`config.mk`:
```
export PLATFORM = sky130hd
export DESIGN_NAME = multicycle_control_fsm
export DESIGN_NICKNAME = d
export VERILOG_FILES = /design/src/rtl/multicycle_control_fsm.sv
export SDC_FILE = /design/constraint.sdc
export NUM_CORES = 1
export LEC_CHECK = 0
export BUFFER_PORTS_ARGS = -buffer_cell sky130_fd_sc_hd__buf_2
export CAP_MARGIN = 20
export CELL_PAD_IN_SITES_DETAIL_PLACEMENT = 0
export CELL_PAD_IN_SITES_GLOBAL_PLACEMENT = 1
export CORE_MARGIN = 3
export CORE_UTILIZATION = 25
export DETAILED_ROUTE_END_ITERATION = 10
export HOLD_SLACK_MARGIN = 0.02
export PLACE_DENSITY_LB_ADDON = 0.1
export SLEW_MARGIN = 10
export SYNTH_ARGS = -nofsm -noshare
export SYNTH_HDL_FRONTEND = slang
export SYNTH_SLANG_ARGS = --single-unit
```
`constraint.sdc`:
```
create_clock -name clk -period 1.39 [get_ports clk]
set_input_delay 0.2085 -clock clk [delete_from_list [all_inputs] [get_ports clk]]
set_output_delay 0.2085 -clock clk [all_outputs]
set_load 0.01 [all_outputs]
```
`src/rtl/multicycle_control_fsm.sv`:
```
// Multicycle ARM-subset control unit: sequences fetch/decode/execute/memory/writeback,
// owns the condition flags and gates every architectural write with the latched condition.
module multicycle_control_fsm #(
  parameter int MEM_LAT   = 1,
  parameter int ALUCTRL_W = 2
) (
  input  logic                 clk,
  input  logic                 reset,
  input  logic [1:0]           Op,
  input  logic [5:0]           Funct,
  input  logic [3:0]           Rd,
  input  logic [3:0]           Cond,
  input  logic [3:0]           ALUFlags,
  output logic                 PCWrite,
  output logic                 IRWrite,
  output logic                 RegWrite,
  output logic                 MemWrite,
  output logic                 AdrSrc,
  output logic                 ALUSrcA,
  output logic [1:0]           ALUSrcB,
  output logic [1:0]           ResultSrc,
  output logic [1:0]           ImmSrc,
  output logic [1:0]           RegSrc,
  output logic [ALUCTRL_W-1:0] ALUControl,
  output logic [3:0]           Flags,
  output logic [3:0]           State
);

  localparam int CNT_W = (MEM_LAT > 1) ? $clog2(MEM_LAT) : 1;
  localparam logic [CNT_W-1:0] CNT_LAST = CNT_W'(MEM_LAT - 1);

  localparam logic [1:0] ALU_ADD = 2'b00;
  localparam logic [1:0] ALU_SUB = 2'b01;
  localparam logic [1:0] ALU_AND = 2'b10;
  localparam logic [1:0] ALU_ORR = 2'b11;

  typedef enum logic [3:0] {
    S_FETCH  = 4'd0,
    S_DECODE = 4'd1,
    S_MEMADR = 4'd2,
    S_MEMRD  = 4'd3,
    S_MEMWB  = 4'd4,
    S_MEMWR  = 4'd5,
    S_EXECR  = 4'd6,
    S_EXECI  = 4'd7,
    S_ALUWB  = 4'd8,
    S_BRANCH = 4'd9
  } state_t;

  state_t           r_state;
  state_t           w_next;
  logic [CNT_W-1:0] r_cnt;
  logic             r_condex;
  logic [3:0]       r_flags;
  logic             w_wait_st;
  logic             w_last;
  logic             w_condex;
  logic             w_flag_upd;
  logic [1:0]       w_alu_cmd;
  logic [1:0]       w_alu_ctl;
  logic             w_pcw;
  logic             w_irw;
  logic             w_rw;
  logic             w_mw;

  // Flag vector is {N,Z,C,V}; cond 1111 is treated as never-execute.
  function automatic logic cond_eval(input logic [3:0] c, input logic [3:0] f);
    logic n, z, cf, v;
    {n, z, cf, v} = f;
    case (c)
      4'b0000: cond_eval = z;
      4'b0001: cond_eval = ~z;
      4'b0010: cond_eval = cf;
      4'b0011: cond_eval = ~cf;
      4'b0100: cond_eval = n;
      4'b0101: cond_eval = ~n;
      4'b0110: cond_eval = v;
      4'b0111: cond_eval = ~v;
      4'b1000: cond_eval = cf & ~z;
      4'b1001: cond_eval = ~cf | z;
      4'b1010: cond_eval = (n == v);
      4'b1011: cond_eval = (n != v);
      4'b1100: cond_eval = ~z & (n == v);
      4'b1101: cond_eval = z | (n != v);
      4'b1110: cond_eval = 1'b1;
      default: cond_eval = 1'b0;
    endcase
  endfunction

  function automatic logic [1:0] cmd_decode(input logic [3:0] cmd);
    case (cmd)
      4'b0100: cmd_decode = ALU_ADD;
      4'b0010: cmd_decode = ALU_SUB;
      4'b0000: cmd_decode = ALU_AND;
      4'b1100: cmd_decode = ALU_ORR;
      default: cmd_decode = ALU_ADD;
    endcase
  endfunction

  always_comb begin
    w_wait_st  = (r_state == S_FETCH) || (r_state == S_MEMRD) || (r_state == S_MEMWR);
    w_last     = ~w_wait_st || (r_cnt == CNT_LAST);
    w_condex   = cond_eval(Cond, r_flags);
    w_alu_cmd  = cmd_decode(Funct[4:1]);
    w_flag_upd = ((r_state == S_EXECR) || (r_state == S_EXECI)) && Funct[0] && r_condex;
  end

  always_ff @(posedge clk or posedge reset) begin
    if (reset) begin
      r_state  <= S_FETCH;
      r_cnt    <= '0;
      r_condex <= 1'b0;
      r_flags  <= 4'b0000;
    end else begin
      r_state <= w_next;
      if (w_wait_st && !w_last) r_cnt <= r_cnt + 1'b1;
      else                      r_cnt <= '0;
      if (r_state == S_DECODE) r_condex <= w_condex;
      if (w_flag_upd) begin
        r_flags[3:2] <= ALUFlags[3:2];
        // Logical ops leave carry and overflow untouched
        if (w_alu_cmd == ALU_ADD || w_alu_cmd == ALU_SUB) r_flags[1:0] <= ALUFlags[1:0];
      end
    end
  end

  always_comb begin
    w_next    = r_state;
    w_pcw     = 1'b0;
    w_irw     = 1'b0;
    w_rw      = 1'b0;
    w_mw      = 1'b0;
    AdrSrc    = 1'b0;
    ALUSrcA   = 1'b0;
    ALUSrcB   = 2'b00;
    ResultSrc = 2'b00;
    w_alu_ctl = ALU_ADD;
    case (r_state)
      S_FETCH: begin
        ALUSrcA   = 1'b1;
        ALUSrcB   = 2'b10;
        ResultSrc = 2'b10;
        w_irw     = w_last;
        w_pcw     = w_last;
        if (w_last) w_next = S_DECODE;
      end
      S_DECODE: begin
        ALUSrcA = 1'b1;
        ALUSrcB = 2'b10;
        case (Op)
          2'b00:   w_next = Funct[5] ? S_EXECI : S_EXECR;
          2'b01:   w_next = S_MEMADR;
          2'b10:   w_next = S_BRANCH;
          default: w_next = S_FETCH;
        endcase
      end
      S_MEMADR: begin
        ALUSrcB = 2'b01;
        w_next  = Funct[0] ? S_MEMRD : S_MEMWR;
      end
      S_MEMRD: begin
        AdrSrc = 1'b1;
        if (w_last) w_next = S_MEMWB;
      end
      S_MEMWR: begin
        AdrSrc = 1'b1;
        w_mw   = r_condex & w_last;
        if (w_last) w_next = S_FETCH;
      end
      S_EXECR, S_EXECI: begin
        ALUSrcB   = (r_state == S_EXECI) ? 2'b01 : 2'b00;
        w_alu_ctl = w_alu_cmd;
        w_next    = S_ALUWB;
      end
      S_MEMWB, S_ALUWB: begin
        ResultSrc = (r_state == S_MEMWB) ? 2'b01 : 2'b00;
        if (Rd == 4'd15) w_pcw = r_condex;
        else             w_rw  = r_condex;
        w_next = S_FETCH;
      end
      S_BRANCH: begin
        ALUSrcB   = 2'b01;
        ResultSrc = 2'b10;
        w_pcw     = r_condex;
        w_next    = S_FETCH;
      end
      default: w_next = S_FETCH;
    endcase
  end

  // Write strobes are held low for as long as reset is asserted.
  always_comb begin
    PCWrite    = w_pcw & ~reset;
    IRWrite    = w_irw & ~reset;
    RegWrite   = w_rw & ~reset;
    MemWrite   = w_mw & ~reset;
    ALUControl = ALUCTRL_W'(w_alu_ctl);
    ImmSrc     = Op;
    RegSrc     = {Op == 2'b01, Op == 2'b10};
    Flags      = r_flags;
    State      = r_state;
  end

endmodule

```
== Word-level counts from Yosys, hierarchy flattened ==
Cells that the tools add are included.

* Multiplexer cells: 23
* Eq/ne operators: 34
* Reduce and logical (&&, ||, !) cells: 22
* Add/sub/neg operators: 1
* Bitwise logic cells: 16

{| class="wikitable"
|+ Operator list
! operator !! count
|-
| 4-bit equality test (second input constant) || 11
|-
| 4-bit by 3-bit equality test with 1-bit output (second input constant) || 8
|-
| 4-bit one-hot mux with 6 select lines || 1
|-
| 4-bit by 2-bit equality test with 1-bit output (second input constant) || 5
|-
| 1-bit one-hot mux with 15 select lines || 1
|-
| 4-bit logical NOT || 3
|-
| 4-bit two-way mux || 3
|-
| 2-bit one-hot mux with 3 select lines || 2
|-
| 4-bit one-hot mux with 3 select lines || 1
|-
| 2-bit OR reduction || 6
|-
| 1-bit two-way mux || 11
|-
| 4-bit by 1-bit equality test with 1-bit output (second input constant) || 2
|-
| 1-bit AND || 7
|-
| 1-bit NOT || 7
|-
| 2-bit inequality test (second input constant) || 3
|-
| 1-bit logical OR || 5
|-
| 2-bit by 1-bit equality test with 1-bit output (second input constant) || 2
|-
| 2-bit logical NOT || 2
|-
| 2-bit one-hot mux with 2 select lines || 1
|-
| 1-bit logical AND || 3
|-
| 3-bit two-way mux || 1
|-
| 1-bit one-hot mux with 3 select lines || 1
|-
| 3-bit AND reduction || 1
|-
| 2-bit equality test (second input constant) || 1
|-
| 7 further kinds || 8
|}

* Output and inout bits: 24
* Input port bits: 22
* Register bits: 10

== Longest topological paths before layout ==
Gate-level depths: netlist (run 1).

* Depth after elaboration: 8
* Depth in mapped cells: 6
* Gate-level depth less buffers: 5

== Worst setup path after synthesis (run 1) ==
OpenSTA, ideal clock, no wires.

* Path type: reg2out
* Start point: reg r_state[0] (netlist: State[0])
* End point: out RegWrite
* Path slack: -287 ps
* Cell stages (with the launch flop): 4
* Arrival: 1469 ps
* Path through: dfrtp_1 buf_2 or2_2 a2111oi_0

* Cells in the longest elaborated chain, start to end: 4
* Elaborated cells between the ends (all ways): 5
* Those cells by class: eq/ne (2); mux (1); bitwise (1); reduce/logical (1)

{| class="wikitable"
|+ Ends and longest elaborated chain
! element !! RTL line !! source
|-
| start, declared || 50 || <nowiki>state_t r_state;</nowiki>
|-
| start signal, assigned || 115 || <nowiki>r_state <= w_next;</nowiki>
|-
| 4-bit by 3-bit equality test with 1-bit output or 4-bit equality test (tied branches) || 138 || <nowiki>case (r_state)</nowiki>
|-
| 2-bit OR reduction * || 138 ||
|-
| 1-bit two-way mux * || 138 ||
|-
| 1-bit AND * || 195 || <nowiki>RegWrite = w_rw & ~reset;</nowiki>
|-
| end, declared || 16 || <nowiki>output logic RegWrite,</nowiki>
|}

Mark *: on every way between the ends. The rest lies on a longest branch, timed or not.

== Final worst setup path (run 1) ==
* Start point: reg r_state[1] (netlist: State[1])
* End point: out PCWrite

* Cells in the longest elaborated chain, start to end: 7
* Elaborated cells between the ends (all ways): 13
* Those cells by class: eq/ne (5); mux (1); bitwise (2); reduce/logical (5)

{| class="wikitable"
|+ Ends and longest elaborated chain
! element !! RTL line !! source
|-
| 4-bit by 2-bit equality test with 1-bit output or 4-bit logical NOT (tied branches) || 101, 138 ||
|-
| 1-bit logical OR (2 in series) || 101 || <nowiki>w_wait_st = (r_state == S_FETCH) || (r_state == S_MEMRD) || (r_state == S_MEMWR);</nowiki>
|-
| 1-bit NOT || 102 || <nowiki>w_last = ~w_wait_st || (r_cnt == CNT_LAST);</nowiki>
|-
| 1-bit logical OR || 102 ||
|-
| 1-bit one-hot mux with 3 select lines * || 138 ||
|-
| 1-bit AND * || 193 || <nowiki>PCWrite = w_pcw & ~reset;</nowiki>
|-
| end, declared || 14 || <nowiki>output logic PCWrite,</nowiki>
|}

Marks and branches as above.

==> run metrics, run 1 <==
CTS sink cnt 10; Final min period 1.711 ns; drt drc 0; Fillers 351; Sw Share 42.44%; initial core utilization a little over a quarter; P_int 0.001540 W; worst hold margin 0.1800 ns; HP Class in -> reg; most frequent cell after synthesis nor2_1; Area growth syn-to-layout 66.57%; input/output buffers 45; yosys warns 0; Antenna diodes 0; peak supply drop 0.0006153 V; setup TNS -2.797 ns; number of global-route vias before repair 983; post-synthesis cell count 110; Tot GR Track Use between 10% and 20%; Multi-input gate area 721.9 sq um; pin count of the biggest net entering global routing 12; cell accounting for the most synthesized area dfrtp_1; Placed Instances 207; Clock Tree Root clkbuf_4; worst-skew pair later-pin latency 0.26 ns; Post-Syn Area 902.1 sq um; final net count ~200; # IOs 46; CP max stage cell dfrtp_1; WL per Instance between 10 and 15 microns; final std cells w/o fill 218; Synth top area share 27.74%; Final Cycle Share 123.1%; synth unique cells 41; first-pass GRT wire length 4.381 mm; Vias/cell roughly 4.7; die height 66.07 microns; initial antenna violation count 0; die area roughly 4400 sq um; Core Box Area around 3400 sq um; average size of a mapped cell 8.201 sq um; Post-synth EDFFs 0; Post-DP HPWL 2.122 mm; delay-heaviest family, CP simple AND/OR/NAND/NOR gates; CP Buf/Inv Count 1; worst path arrival time about 1.5 ns; Synth async-reset ratio 100.0%; share of layout cells above drive strength 1 58.14%; Pleak 0.7195 nW; CP Launch Type flip-flop; cells along the critical path or2_4 > nor4b_4 > a21o_1 > buf_2; pwr dens 1780 nW/um^2; final hold violations 0; post-place setup slack -0.08584 ns; CTS tree yes; Syn Nets roughly 130; Worst Setup Path Type reg -> out; GPL Wtd Cong 0.7465; Peak Freq ~580 MHz; DRT iter0 DRCs 44; Comb pwr share between 70% and 80%; Initial DRT Pass Iterations 3; Synth Register Bits 10; violated checks negative setup slack; total CTS buffers 3; P_sw 0.001135 W; Max Cap Violations 0; max-slew violations 0; Clk network pwr share 6.9%; CTS max path bufs 2; chip width 66.07 microns; final WL 2.748 mm; FF/Latch Area roughly 260 sq um; max incr delay on CP 0.42 ns; CP Capture Type primary output; Critical Path RT 1.18 ns; sequential cell fraction of total power 21.2%; total grt overflow 0; synth top area cells dfrtp_1 (28%), nor2_1 (6.7%), a21oi_1 (3.9%); CTS H-tree lvls 1; Setup WS post-layout -0.3207 ns; final setup violation count 17; Setup Skew 0.001712 ns; status complete, but fails checks; unrepaired setup endpoints after global routing true; row cnt 21; part of the Yosys area used for sequential elements 27.74%; Routed Antenna Nets 0; clock slew at reported path FFs 0.06 ns; Post-synth top cells nor2_1 (16), dfrtp_1 (10), a21oi_1 (7), nor3_1 (7); Primary FF master, synth dfrtp_1; Worst Path Max Fanout 4; vias a little over 1,000
registers in the layout, indices dropped and copies added (netlist names):
signal / flops
State: 4
Flags: 4
r_condex: 1
r_cnt: 1
cells by family after synthesis:
| logic type | Yosys count | synth area share [%] |
|---|---|---|
| other | 1 | 0.4157 |
| buffers and inverters | 13 | 7.905 |
| AO/OA/AOI/OAI | 25 | 20.11 |
| AND/OR/NAND/NOR | 49 | 29.96 |
| multiplexers | 6 | 8.044 |
| XOR/XNOR | 6 | 5.825 |
| flip-flops | 10 | 27.74 |
worst reg2reg max path, delay by kind of cell (launching register included):
kind / cells / cell delay, ns
buf+inv: 1 / 0.13
compound gates: 1 / 0.18
flops: 1 / 0.39
simple gates: 3 / 0.56
mux: 1 / 0.29
layout by cell type, fill, tap and decap left out, types with 2 or more instances in the layout:
| master | n |
|---|---|
| a21oi_1 | 7 |
| and4_1 | 2 |
| buf_2 | 45 |
| buf_4 | 14 |
| buf_6 | 8 |
| clkbuf_4 | 3 |
| dfrtp_1 | 6 |
| dfrtp_2 | 4 |
| inv_1 | 3 |
| mux2_4 | 4 |
| mux2i_1 | 2 |
| nand2_1 | 6 |
| nand2b_4 | 3 |
| nand3b_1 | 2 |
| nor2_1 | 15 |
| nor2b_1 | 4 |
| nor3_2 | 5 |
| nor4_4 | 2 |
| o21ai_0 | 4 |
| o22a_1 | 2 |
| or2_4 | 2 |
| xnor2_1 | 2 |
| xor2_1 | 4 |
per-layer routing:
layer / vias up / wire length, microns / global-route usage, %
met2: 26 / 1481 / 23.03
met3: 0 / 130 / 3.912
li1: 516 / - / -
met5: - / 0 / 0
met4: 0 / 0 / 1.523
met1: 491 / 1136 / 14.86
cell type report:
cell class              count  share of cell area [%]
multi-input cells          87                   48.04
well taps                  46                   3.830
inverters                   4                  0.9992
flip-flops and latches     10                   16.99
clock buffers               3                   1.499
repair buffers             68                   28.64
power groups by stage:
stage,sequential [W],clock [W],combinational (W)
after global routing,0.000589,0.000223,0.00210
after detailed placement,0.000562,0,0.00156
after floorplan,0.000556,0,0.000969
final,0.000567,0.000185,0.00192
after global placement,0.000550,0,0.00156
after CTS,0.000560,0.000198,0.00172
per-stage QoR:
step,total power (W),instance area [sq um],util [%]
after floorplan,0.001525,949.7,-
after global placement,0.002114,1282,37.55
after detailed placement,0.002124,1282,37.55
after CTS,0.002483,1388,40.62
after global routing,0.002909,1503,43.99
final,0.002675,1503,43.99
final timing paths:
check | start | endpoint | slack, ns | cells past startpoint
setup / recovery | State[1] | PCWrite | -0.32 | 4
hold / removal | ALUFlags[2] | Flags[2] | 0.18 | 2
setup reg to reg | State[3] | Flags[1] | -0.26 | 6
hold reg to reg | r_condex | r_condex | 0.56 | 1
max in group asynchronous | reset | State[2] | 0.71 | 4
min in group asynchronous | reset | r_condex | 0.52 | 4
what timing repair did:
action,in CTS,in global routing
resized for setup,12,17
hold buffers,1,0
pin swaps,3,4
setup endpoints to repair,15,18
setup buffers,3,4
hold endpoints to repair,10,0
(Power assumes the default switching activity.)
==> inputs of run 2 (changes only) <==
--- a/config.mk
+++ b/config.mk
@@ -14,6 +14,7 @@
 export DETAILED_ROUTE_END_ITERATION = 10
 export HOLD_SLACK_MARGIN = 0.02
 export PLACE_DENSITY_LB_ADDON = 0.1
+export RECOVER_POWER = 100
 export SLEW_MARGIN = 10
 export SYNTH_ARGS = -nofsm -noshare
 export SYNTH_HDL_FRONTEND = slang
==> run metrics, run 2 (synthesized netlist as in run 1, its figures left out) <==
CTS H-tree lvls 1; Critical Path RT 1.18 ns; violated checks negative setup slack; Peak Freq between 500 and 600 MHz; DRT iter0 DRCs between 40 and 50; worst-skew pair later-pin latency 0.26 ns; die area 4365 sq um; cell area after layout about 1500 sq um; max-slew violations 0; pwr dens 1785 nW/um^2; Clock Tree Root clkbuf_4; CP Capture Type primary output; cell area after placement ~1300 sq um; relative slew slack 64.45%; CTS sink cnt 10; status complete, but fails checks; input/output buffers between 40 and 50; setup TNS -2.798 ns; unrepaired setup endpoints after global routing true; most frequent cells in the layout buf_2 (39), nor2_1 (15), buf_4 (12); final hold violations 0; Initial DRT Pass Iterations 4; share of layout cells above drive strength 1 51.74%; Vias/cell 4.775; worst hold margin between 0.15 and 0.2 ns; clock slew at reported path FFs 0.06 ns; Comb pwr share 71.9%; R2R Path Start State[3]; Pleak approximately 0.70 nW; vias approximately 1,000; Routed Antenna Nets 0; CTS max path bufs 2; hold_sp ALUFlags[2]; Max Cap Violations 0; Clk network pwr share under 10%; Final Cycle Share 123.6%; Worst Path Max Fanout 4; final setup violation count 17; row cnt 21; initial core utilization 26.41%; drt drc 0; Post-DP HPWL between 2 and 2.5 mm; HP Class in -> reg; GPL Wtd Cong 0.7465; Worst Setup Path Type reg -> out; P_int 0.001506 W; WL per Instance 12.53 microns; Final min period 1.718 ns; die height 66.07 microns; Fillers around 360; commonest non-fill, non-tap cell in the layout buf_2; Antenna diodes 0; chip width 66.07 microns; first-pass GRT wire length 4.381 mm; number of global-route vias before repair 983; Reg2Reg Setup Slack -0.24 ns; P_sw roughly 0.0011 W; sequential cell fraction of total power 21.1%; Core Box Area 3416 sq um; CP Launch Type flip-flop; worst-margin pin slew about 0.53 ns; pin count of the biggest net entering global routing 12; peak supply drop 0.0006210 V; WHS Path Cells 2; final WL 2.731 mm; Area growth syn-to-layout 63.80%; Worst R2R End Flags[1]; Setup Skew 0.001346 ns; # IOs 46; total CTS buffers 3; Setup WS post-layout -0.3280 ns; worst path arrival time 1.51 ns; post-place setup slack -0.08584 ns; Sw Share 42.90%; total grt overflow 0; initial antenna violation count 0; CTS tree yes; R2R depth 6; final net count about 200; hold path endpoint Flags[2]; Tot GR Track Use 12.65%
[run 2: power by group through the flow]
stage / clock network [W] / registers, W / logic, W
finish: 0.000186 / 0.000556 / 0.00190
global route: 0.000223 / 0.000579 / 0.00207
CTS: 0.000198 / 0.000560 / 0.00172
detailed placement: 0 / 0.000562 / 0.00156
global placement: 0 / 0.000550 / 0.00156
floorplan: 0 / 0.000556 / 0.000969
[run 2: repair_timing]
| item | 4_1_cts | 5_1_grt |
|---|---|---|
| resized for setup | 12 | 17 |
| setup buffers | 3 | 4 |
| hold buffers | 1 | 0 |
| endpoints found under the setup margin | 15 | 18 |
| pin swaps | 3 | 4 |
| endpoints found under the hold margin | 10 | 0 |
[run 2: stage by stage]
step	utilization [%]	total power [W]	std cells
4_1_cts	40.62	0.002483	214
6_report	43.26	0.002638	218
3_3_place_gp	37.55	0.002114	207
5_1_grt	43.26	0.002874	218
3_5_place_dp	37.55	0.002124	207
2_1_floorplan	-	0.001525	110
[run 2: routing by layer]
| layer | part of all wire (%) | global-route usage (%) | vias to the layer above |
|---|---|---|---|
| met4 | 0.22 | 1.523 | 0 |
| met2 | 54 | 23.03 | 26 |
| met3 | 4.5 | 3.912 | 2 |
| met5 | 0 | 0 | - |
| li1 | - | - | 517 |
| met1 | 41 | 14.86 | 496 |
[run 2: worst max-delay path by stage]
stage          startpoint        to  slack [ns]
3_5_place_dp     State[3]  Flags[1]       -0.09
6_report         State[1]   PCWrite       -0.33
2_1_floorplan    State[0]   PCWrite       -0.13
4_1_cts          State[0]   PCWrite       -0.28
3_3_place_gp     State[3]  Flags[1]       -0.03
5_1_grt          State[0]   PCWrite       -0.42
[run 2: critical path, stage by stage, from the launching register on]
cell	delay, ns
dfrtp_1	0.42
or2_4	0.28
nor4b_4	0.30
a21o_1	0.13
buf_2	0.13
[run 2: final cells by class]
class                   instances  area, sq um  share of cell area, %
clock buffers                   3        22.52                  1.524
inverters                       4        15.01                  1.016
multi-input cells              87        721.9                  48.86
flip-flops and latches         10        251.5                  17.02
well taps                      46        57.56                  3.895
repair buffers                 68        409.1                  27.69
==> inputs of run 3 (changes only) <==
--- a/config.mk
+++ b/config.mk
@@ -12,9 +12,9 @@
 export CORE_MARGIN = 3
 export CORE_UTILIZATION = 25
 export DETAILED_ROUTE_END_ITERATION = 10
+export GPL_ROUTABILITY_DRIVEN = 0
 export HOLD_SLACK_MARGIN = 0.02
 export PLACE_DENSITY_LB_ADDON = 0.1
-export RECOVER_POWER = 100
 export SLEW_MARGIN = 10
 export SYNTH_ARGS = -nofsm -noshare
 export SYNTH_HDL_FRONTEND = slang
==> constraint.sdc (replaced) <==
create_clock -name clk -period 1.39 [get_ports clk]
set_input_delay 0.2085 -clock clk [delete_from_list [all_inputs] [get_ports clk]]
set_output_delay 0.2085 -clock clk [all_outputs]
set_load 0.1 [all_outputs]
==> run metrics, run 3 (synthesized netlist as in run 1, its figures left out) <==
Setup WS post-layout -0.4604 ns; WL per Instance between 10 and 15 microns; Worst Path Max Fanout 4; die area 4365 sq um; Multi-input gate area 813.3 sq um; crit path launch State[3]; drt drc 0; input/output buffers 45; initial core utilization 26.41%; number of global-route vias before repair 983; hold path endpoint Flags[1]; total CTS buffers 3; worst path arrival time about 1.6 ns; final net count between 200 and 250; share of layout cells above drive strength 1 66.48%; Setup Skew 0.005937 ns; Final min period roughly 1.9 ns; most frequent cells in the layout buf_2 (26), buf_12 (19), buf_4 (16); Antenna diodes 0; max-slew violations 0; commonest non-fill, non-tap cell in the layout buf_2; WHS Path Cells 2; FF/Latch Area about 270 sq um; chip width 66.07 microns; Tot GR Track Use roughly an eighth; final hold violations 0; CTS H-tree lvls 1; # IOs 46; CP max stage cell dfrtp_4; Critical Path RT 1.18 ns; worst-skew pair later-pin latency 0.26 ns; cell area after placement 1730 sq um; R2R Path Start State[3]; vias 1,040; HP Class in -> reg; clock slew at reported path FFs roughly 0.060 ns; Routed Antenna Nets 0; Area growth syn-to-layout 117.5%; Final Cycle Share 133.1%; CP Capture Type primary output; pin count of the biggest net entering global routing 11; final WL 2.871 mm; row cnt 21; DRT iter0 DRCs 36; CP Launch Type flip-flop; Fillers 311; unrepaired setup endpoints after global routing true; Peak Freq about 540 MHz; final setup violation count 19; Worst Setup Path Type reg -> out; total grt overflow 0; Max Cap Violations 0; Core Box Area ~3400 sq um; status complete, but fails checks; Post-DP HPWL 2.262 mm; Reg2Reg Setup Slack -0.29 ns; cell area after layout 1962 sq um; CTS max path bufs 2; die height roughly 66 microns; violated checks negative setup slack; initial antenna violation count 0; max incr delay on CP 0.48 ns; cells along the critical path nand2b_4 > or2_4 > nor4_4 > buf_12; Initial DRT Pass Iterations 4; Vias/cell 4.622; Worst R2R End Flags[1]; Clock Tree Root clkbuf_4; setup TNS -5.757 ns; CTS tree yes; first-pass GRT wire length 4.657 mm; hold_sp ALUFlags[1]; R2R depth 6; CTS sink cnt 10
run 3: area by class of cell:
type / instances / area share, %
multi-input combinational: 87 / 41.45
inverter: 4 / 0.7653
clock buffer: 4 / 1.339
sequential: 10 / 13.78
timing repair buffer: 74 / 39.73
tap: 46 / 2.934
run 3: through the flow:
step | hold WS [ns] | worst slack (ns) | utilization [%] | std cells
after global placement | 0.2304 | -0.2406 | 50.66 | 212
after detailed placement | 0.2335 | -0.2560 | 50.66 | 212
after CTS | 0.1740 | -0.4687 | 55.13 | 222
after global routing | 0.1809 | -0.5281 | 57.44 | 225
after floorplan | 0.05669 | -1.393 | - | 110
final | 0.1802 | -0.4604 | 57.44 | 225
run 3: worst max-delay path by stage:
stage                    end  slack, ns  depth (start not counted)
2_1_floorplan        PCWrite      -1.39                          4
3_3_place_gp   ALUControl[1]      -0.24                          4
3_5_place_dp   ALUControl[1]      -0.26                          4
4_1_cts              IRWrite      -0.47                          4
5_1_grt        ALUControl[1]      -0.53                          4
6_report       ALUControl[1]      -0.46                          4
run 3: timing repair:
action                                 4_1_cts  5_1_grt
setup endpoints to repair                   21       22
cloned                                       0        0
resized for setup                           17       14
hold buffers                                 1        0
setup buffers                                5        3
endpoints found under the hold margin       10        0
pin swaps                                    8        5
run 3: critical path: cells and delay by family (launching register included):
family,cells,cell delay (ns)
DFF,1,0.48
and+or+nand+nor,3,0.69
buffers and inverters,1,0.21
run 3: metal layers:
layer	vias up	share of wire (%)	track usage [%]	routed length, microns
met1	486	47	18.63	1337
met5	-	0	0	0
met3	0	5.4	2.211	156
met4	0	0	0.7614	0
met2	28	48	22.53	1377
li1	526	-	-	-
Power of run 3 is left out: the tool's default activity adds up to more than one toggle a clock period on the data nets, which glitch-free logic cannot reach.
